## src/rtl/countdown_timer.sv

```systemverilog
// -----------------------------------------------------------------------------
// countdown_timer
//
// Loadable down-counting timer with a one-cycle terminal-count pulse, pause
// and optional auto-reload. A controller loads a start value and the timer
// counts it down to zero, pulsing `done` on the edge that takes the count
// from 1 to 0. With auto-reload it restarts from the last loaded value
// instead. This gives a periodic tick every D cycles, with no gap cycle.
//
// Ports
//   clk          clock, all state changes on the rising edge
//   rst          synchronous active-high reset, highest priority
//   data         start/reload value, sampled when load = 1
//   load         capture data into count and reload register, start if != 0
//   pause        while running, hold the count (ignored when idle)
//   auto_reload  on the terminal edge, restart from the reload register
//   count        current count value (registered)
//   busy         high while in RUN (decoded from the state register)
//   done         one-cycle terminal-count pulse (registered)
// -----------------------------------------------------------------------------
module countdown_timer #(
  parameter int WIDTH = 5
) (
  input  logic             clk,
  input  logic             rst,
  input  logic [WIDTH-1:0] data,
  input  logic             load,
  input  logic             pause,
  input  logic             auto_reload,
  output logic [WIDTH-1:0] count,
  output logic             busy,
  output logic             done
);

  typedef enum logic {
    S_IDLE = 1'b0,
    S_RUN  = 1'b1
  } state_t;

  localparam logic [WIDTH-1:0] ONE = WIDTH'(1);

  state_t           state;
  logic [WIDTH-1:0] reload_q;

  // busy is a pure decode of the state flop, so it is as registered as the
  // state itself and has no path from any input.
  assign busy = (state == S_RUN);

  // Priority per edge: rst > load > terminal/decrement > pause hold.
  // NOTE: every register in this block is assigned with <= so all of them
  // update together from the values that existed before the edge. A blocking
  // assignment here would let later statements see half-updated state.
  always_ff @(posedge clk) begin
    if (rst) begin
      state    <= S_IDLE;
      count    <= '0;
      reload_q <= '0;
      done     <= 1'b0;
    end else begin
      // The pulse defaults low and is raised only on a terminal edge.
      done <= 1'b0;

      if (load) begin
        // A load restarts the timer and never produces done, even when it
        // lands on what would have been the terminal edge.
        count    <= data;
        reload_q <= data;
        state    <= (data != '0) ? S_RUN : S_IDLE;
      end else if (state == S_RUN && !pause) begin
        if (count == ONE) begin
          // Terminal edge: the 1 -> 0 step is handled here, so the
          // counter never decrements through zero.
          done <= 1'b1;
          if (auto_reload) begin
            count <= reload_q;
          end else begin
            count <= '0;
            state <= S_IDLE;
          end
        end else if (count == '0) begin
          // Unreachable in normal use (RUN is only entered with a nonzero
          // value). Drop back to IDLE rather than wrapping.
          state <= S_IDLE;
        end else begin
          count <= count - ONE;
        end
      end
      // RUN with pause, or IDLE without load: everything holds.
    end
  end

endmodule

```

## config.mk

```make
export PLATFORM = sky130hd
export DESIGN_NAME = countdown_timer
export DESIGN_NICKNAME = d
export VERILOG_FILES = /design/src/rtl/countdown_timer.sv
export SDC_FILE = /design/constraint.sdc
export NUM_CORES = 1
export LEC_CHECK = 0
export CAP_MARGIN = 5
export CORE_MARGIN = 3
export CORE_UTILIZATION = 45
export DETAILED_ROUTE_END_ITERATION = 10
export GPL_ROUTABILITY_DRIVEN = 0
export MAX_ROUTING_LAYER = met4
export PLACE_DENSITY = 0.73
export SLEW_MARGIN = 20
export SYNTH_ARGS = -nofsm -noshare
export SYNTH_HDL_FRONTEND = slang
export SYNTH_SLANG_ARGS = --single-unit
```

## constraint.sdc

```tcl
create_clock -name clk -period 2.05 [get_ports clk]
set_input_delay 0.41 -clock clk [delete_from_list [all_inputs] [get_ports clk]]
set_output_delay 0.41 -clock clk [all_outputs]
set_load 0.005 [all_outputs]
```

### Word-level counts from Yosys, hierarchy flattened

Cells that the tools add are included.

* bits in registers: 12
* input bits: 10
* output and inout bits: 7
* word-level logic and storage cells: 30

* add/sub/neg operators: 1
* equal/unequal tests: 3
* mux-type cells: 12
* bitwise operators: 1
* reductions and logical operators: 9

Operator list (count)
* two-way mux 5 bit: 5
* two-way mux 1 bit: 7
* != test 3 bit, second input constant: 2
* == test 5 x 1 -> 1 bit, second input constant: 1
* logical NOT 5 bit: 1
* nonzero test 5 bit: 1
* subtractor 5 x 1 -> 5 bit, second input constant: 1
* AND reduction 3 bit: 1
* nonzero test 3 bit: 1
* OR reduction 3 bit: 1
* AND reduction 2 bit: 1
* nonzero test 2 bit: 1
* logical AND 1 bit: 1
* logical NOT 1 bit: 1
* inverter 1 bit: 1

### Longest topological paths before layout

Gate-level depths: netlist (run 1).

* word-level depth: 5
* mapped depth: 6

### Worst setup path after synthesis (run 1)

OpenSTA, ideal clock, no wires.

* path kind: reg-to-reg
* start point: register count[1]
* end point: register count[2]
* setup time: 0.086 ns
* arrival time: 1.602 ns
* data required time: 1.964 ns
* path slack: 0.362 ns
* cell stages (with the launch flop): 7
* buffers on the path: 0
* clock period less this slack: 1.688 ns
* cell sequence: dfxtp_1 -> inv_1 -> ha_1 -> or3b_1 -> o22ai_4 -> a21oi_1 -> a221oi_2

* word-level cells in the longest chain between the ends: 5

Ends and longest elaborated chain
* from (decl): line 30 `output logic [WIDTH-1:0] count,`
* from (signal assigned): line 66 `count <= data;`
* from (signal assigned): line 75 `count <= reload_q;`
* from (signal assigned): line 85 `count <= count - ONE;`
* subtractor 5 x 1 -> 5 bit: line 85
* two-way mux 5 bit: line 80 `end else if (count == '0) begin`
* two-way mux 5 bit: line 70 `if (count == ONE) begin`
* two-way mux 5 bit: line 69 `end else if (state == S_RUN && !pause) begin`
* two-way mux 5 bit: line 63 `if (load) begin`

Several ways; a longest one is shown, not always the timed one. The select of a mux whose other input is x is not followed.
A chain may end at the register's enable or synchronous reset.

### Worst setup path in the final report (run 1)

* start point: register count[2]
* end point: output count[2]

No word-level cell between the ends.

==> flow_summary.ini, run 1 <==
[outcome]
status = completed

[logic_synthesis]
netlist_area_um2 = 737.0
synth_flop_cell = dfxtp_1
synth_edf_count = 0
ys_ff_latch = 12
yosysSeqAreaShare = 0.3260
ys_async_sr_fraction = 0
synth_cells = 77
yosysTopAreaCell = dfxtp_1
yosys.area.top_type_share = 0.3260
synth_area_per_cell_um2 = 9.571
syn_nets = 90
synth_area_leaders = dfxtp_1 33%, mux2i_1 6.8%, ha_1 5.1%, a311oi_1 4.8%, nor2_1 4.6%
ys_types = 35
yosysWarningCount = 0

[drt]
vias = 685
dr.pass1.iters = 4
viasPerCell = 6.062
avgRoutedWirePerCell_um = 15.26
ant_nets = 0
drtIter0Drc = 14
drc = 0
wl_mm = 1.724

[sta]
final.setup.worst_slack_ns = 0.2305
drv_slew = 0
skew_ns = 0.002332
fin_crit_sh = 0.8876
rsz0062_at_grt = no
setup_viol = 0
worst_pin_slew_ns = 0.3932
finalHoldViolCount = 0
fin_hold_ws_ns = 0.5145
fmax_ghz = 0.5496
period_needed_ns = 1.820
slew_headroom = 0.7373
finalSetupTns_ns = 0

[cells_and_area]
drive_gt1_frac = 0.1531
diodes = 0
fin_nets = 112
postLayoutCoreUtil = 0.6897
area_growth_pct = 32.43
finalNonFillerCells = 113
postLayoutCellArea_um2 = 975.9

[power_and_ir_drop]
max-vdd-ir-drop_uv = 624.5
p_leak_nw = 0.3838
power.total_mw = 0.7432
power.density_nw_per_um2 = 761.5

[floorplanning]
start_util = 0.5208
die_area_um2 = 2159
dieHeight_um = 46.47
fp.dieW_um = 46.47
fp-row-count = 13
io_pins = 17
core_um2 = 1415

[global_route]
grtUsageTotal = 0.1847
grt_pass1_wl_mm = 2.773
grt_max_degree = 22
antenna_found_initial = 0
first_global_vias = 621
grt_overflow = 0

[clock_network]
postCtsSetupBuffers = 0
cts-root-buf = clkbuf_4
cts_buffers = 3
cts_tree = yes
cts.htree.levels = 1
cts.hold.buffers_added = 0
clock_sink_count = 12
insertion_delay_ns = 0.27
cts_buffer_depth = 2
ctsResizeCount = 0
path_clk_slew_ns = 0.08

[setup_path]
cp_cell_sequence = clkdlybuf4s50_1
cp.arrival_ns = 1.41
slowest_delay_ns = 0.58
path_class = flip-flop to output pin
cp_max_fo = 8
path_delay_family = buffers and inverters
cp.required_ns = 1.64
crit_slowest_cell = clkdlybuf4s50_1
cp-start-kind = flip-flop
crit_buf_inv = 1
cp-end-kind = output pin

[placed_design]
placed_cells = 109
placed_area_um2 = 939.7
portBuffers = 16
place_ws_ns = 0.04217
hpwl_mm = 1.267

[flow_run]
maxCapViolCount = 0

[worst_hold_path]
hold_class = flip-flop to flip-flop
## layer usage
| metal | part of all wire | routed length (um) | up-vias | track usage |
|---|---|---|---|---|
| met5 | 0 | 0 | - | - |
| met4 | 0.015 | 25 | 0 | 0.04545 |
| met3 | 0.059 | 102 | 4 | 0.05859 |
| met2 | 0.46 | 788 | 22 | 0.2775 |
| met1 | 0.47 | 808 | 324 | 0.2379 |
| li1 | - | - | 335 | - |
## placed cells by master (no fill, tap or decap), drive strengths merged
cell,count
a311oi,4
a211oi,1
a31oi,1
nand2b,3
nand2,1
mux2i,5
buf,5
or3,1
and3,1
o31a,1
ha,3
o2111ai,1
o41ai,3
o32ai,1
inv,4
or4b,1
dfxtp,12
o22ai,1
a21o,1
a21oi,2
nand3b,2
clkbuf,4
xor2,1
nor4b,2
a41o,1
nor2b,4
a211o,2
a221oi,1
or3b,1
o21ai,1
nor2,10
clkdlybuf4s50,16
nor3,1
## cells in the mapped netlist, types with 2 or more instances
cell,instances
a211o_1,2
a21oi_1,2
a311oi_1,4
clkbuf_1,2
dfxtp_1,12
ha_1,3
inv_1,4
mux2i_1,5
nand2b_1,3
nand3b_1,2
nor2_1,9
nor2b_1,4
o41ai_1,3
## flip-flops by register name, indices dropped and copies added (netlist names)
register / cells
busy: 1
reload_q: 5
done: 1
count: 5
## cells by family after synthesis
logic type	Yosys count	share of synthesized area
XOR/XNOR	1	0.01189
buffers and inverters	8	0.05603
AO/OA/AOI/OAI	21	0.2530
AND/OR/NAND/NOR	27	0.2343
adder cells (fa/ha/maj)	3	0.05094
flip-flops	12	0.3260
multiplexers	5	0.06791
## worst min-delay path, delay by kind of cell (launching register included)
family | cells | cell delay [ns]
flops | 1 | 0.34
mux | 1 | 0.07
simple gates | 1 | 0.07
## worst paths after layout
path / slack (ns) / end / depth (start not counted) / from
worst min register to register: 0.51 / reload_q[0] / 2 / reload_q[0]
worst max register to register: 0.24 / count[1] / 7 / count[1]
worst max-delay path: 0.23 / count[2] / 1 / count[2]
worst min-delay path: 0.51 / reload_q[0] / 2 / reload_q[0]
## area by class of cell
type / count / area (um^2)
Clock buffer: 4 / 36.28
Fill cell: 118 / 439.2
Inverter: 4 / 15.01
Multi-Input combinational cell: 57 / 455.4
Sequential cell: 12 / 240.2
Tap cell: 15 / 18.77
Timing Repair Buffer: 21 / 210.2
## report_power, final
group | switching (mW) | internal, mW
clock | 0.0846 | 0.108
combinational | 0.118 | 0.143
sequential | 0.0342 | 0.256
total | 0.236 | 0.507
Note: power is estimated with default switching activity, not from simulation.
==> inputs of run 2 (changes only) <==
--- a/config.mk
+++ b/config.mk
@@ -10,6 +10,7 @@
 export CORE_UTILIZATION = 45
 export DETAILED_ROUTE_END_ITERATION = 10
 export GPL_ROUTABILITY_DRIVEN = 0
+export GPL_TIMING_DRIVEN = 0
 export MAX_ROUTING_LAYER = met4
 export PLACE_DENSITY = 0.73
 export SLEW_MARGIN = 20
==> run 2 against run 1 <==
  * Count of clock-buffer cells in the layout is the same
  * Non-clock buffer count shrank 1
  * First-iteration DRC count shrank 43%
  * Critical path type is now flip-flop to flip-flop
  * Critical endpoint is now count[2]
==> flow_summary.ini, run 2 (synthesized netlist as in run 1, its figures left out) <==
[global_route]
antenna_found_initial = 0
first_global_vias = 632
grtUsageTotal = 0.1759
grt_max_degree = 11
grt_overflow = 0
grt_pass1_wl_mm = 2.684

[placed_design]
placed_cells = 108
portBuffers = 16
hpwl_mm = 1.244
place_ws_ns = -0.02668

[cells_and_area]
postLayoutCoreUtil = 0.6729
finalNonFillerCells = 112
final_common_cell = clkdlybuf4s50_1
mostFrequentLayoutCells = 16 x clkdlybuf4s50_1, 12 x dfxtp_1, 9 x nor2_1
drive_gt1_frac = 0.1237
diodes = 0
fin_nets = 111
fillers = 120
top_regs = count x5, reload_q x5
area_growth_pct = 29.20

[sta]
worst_pin_slew_ns = 0.5399
setup_viol = 0
skew_ns = 0.006467
finalHoldViolCount = 0
fin_crit_sh = 0.9168
final.setup.worst_slack_ns = 0.1706
period_needed_ns = 1.879
drv_slew = 0
slew_headroom = 0.6386
finalSetupTns_ns = 0
fmax_ghz = 0.5321
rsz0062_at_grt = no

[drt]
dr.max_layer_used = met3
avgRoutedWirePerCell_um = 14.46
dr_wl_met3_um = 64
viasPerCell = 5.786
drtIter0Drc = 8
wl_met2_um = 792
ant_nets = 0
vias = 648
dr.pass1.iters = 4
drc = 0
met1_length_um = 762
wl_mm = 1.619

[floorplanning]
fp-row-count = 13
io_pins = 17
fp.dieW_um = 46.47
die_area_um2 = 2159
start_util = 0.5208
dieHeight_um = 46.47
core_um2 = 1415

[setup_path]
ff2ff_path_depth = 6
cp_max_fo = 9
cp-start-kind = flip-flop
worst-r2r-setup-slack_ns = 0.17
crit_buf_inv = 1
cp_cell_sequence = inv_1 -> ha_1 -> nor4b_4 -> nor2_2 -> a211o_1 -> a221oi_2
regToRegEndpoint = count[2]
cp.required_ns = 2.24
path_delay_family = simple AND/OR/NAND/NOR gates
r2r_start = count[1]
cp.arrival_ns = 2.07
crit_slowest_cell = nor4b_4
path_class = flip-flop to flip-flop
cp-end-kind = flip-flop
slowest_delay_ns = 0.50

[power_and_ir_drop]
power.density_nw_per_um2 = 767.3
p_leak_nw = 0.3679
max-vdd-ir-drop_uv = 541.6

[clock_network]
cts_tree = yes
cts.htree.levels = 1
cts.hold.buffers_added = 0
postCtsSetupBuffers = 0
cts_buffers = 3
cts_buffer_depth = 2
clock_sink_count = 12
ctsResizeCount = 0
cts-root-buf = clkbuf_4
insertion_delay_ns = 0.27
path_clk_slew_ns = 0.08

[worst_hold_path]
hold_path_end = reload_q[0]
worst_hold_startpoint = reload_q[0]
hold_depth = 2
hold_class = flip-flop to flip-flop

[flow_run]
maxCapViolCount = 0

[outcome]
status = completed
-- run 2: worst reg2reg max path: cells and delay by family (launching register included) --
family / cells / cell delay (ns)
fa+ha+maj: 1 / 0.26
compound gates: 2 / 0.49
flops: 1 / 0.35
simple gates: 2 / 0.58
buf+inv: 1 / 0.12
-- run 2: area by class of cell --
class | count | area [um^2] | area share
multi-input cells | 57 | 455.4 | 0.4783
flip-flops and latches | 12 | 240.2 | 0.2523
repair buffers | 16 | 160.2 | 0.1682
clock buffers | 4 | 36.28 | 0.03811
plain buffers | 4 | 26.28 | 0.02760
well taps | 15 | 18.77 | 0.01971
inverters | 4 | 15.01 | 0.01577
-- run 2: worst max-delay path by stage --
stage | end | slack (ns) | start | cells after the start
after floorplan | count[2] | 0.36 | count[1] | 6
after global placement | count[2] | -0.02 | load | 5
after detailed placement | count[2] | -0.03 | load | 5
after CTS | count[2] | 0.15 | count[1] | 6
after global routing | count[2] | 0.02 | count[1] | 6
final | count[2] | 0.17 | count[1] | 6
-- run 2: where the power goes --
| group | leakage (nW) | switching, mW | internal, mW | total (mW) |
|---|---|---|---|---|
| registers | 0.0991 | 0.0256 | 0.256 | 0.282 |
| clock network | 0.0210 | 0.0825 | 0.108 | 0.190 |
| logic | 0.248 | 0.121 | 0.138 | 0.259 |
| total | 0.368 | 0.229 | 0.501 | 0.731 |
-- run 2: routing by layer --
metal	global-route usage	vias to the layer above
met5	-	-
met4	0.05114	0
met3	0.02344	0
met2	0.2830	13
met1	0.2269	301
li1	-	334
-- run 2: metrics by stage --
step                      power, mW  hold WS (ns)  instance area [um^2]
after floorplan              0.4569        0.4601                 737.0
after global placement       0.5447        0.4832                 915.9
after detailed placement     0.5476        0.4902                 915.9
after CTS                    0.7404        0.5091                 952.2
after global routing         0.7823        0.5355                 952.2
final                        0.7306        0.5046                 952.2
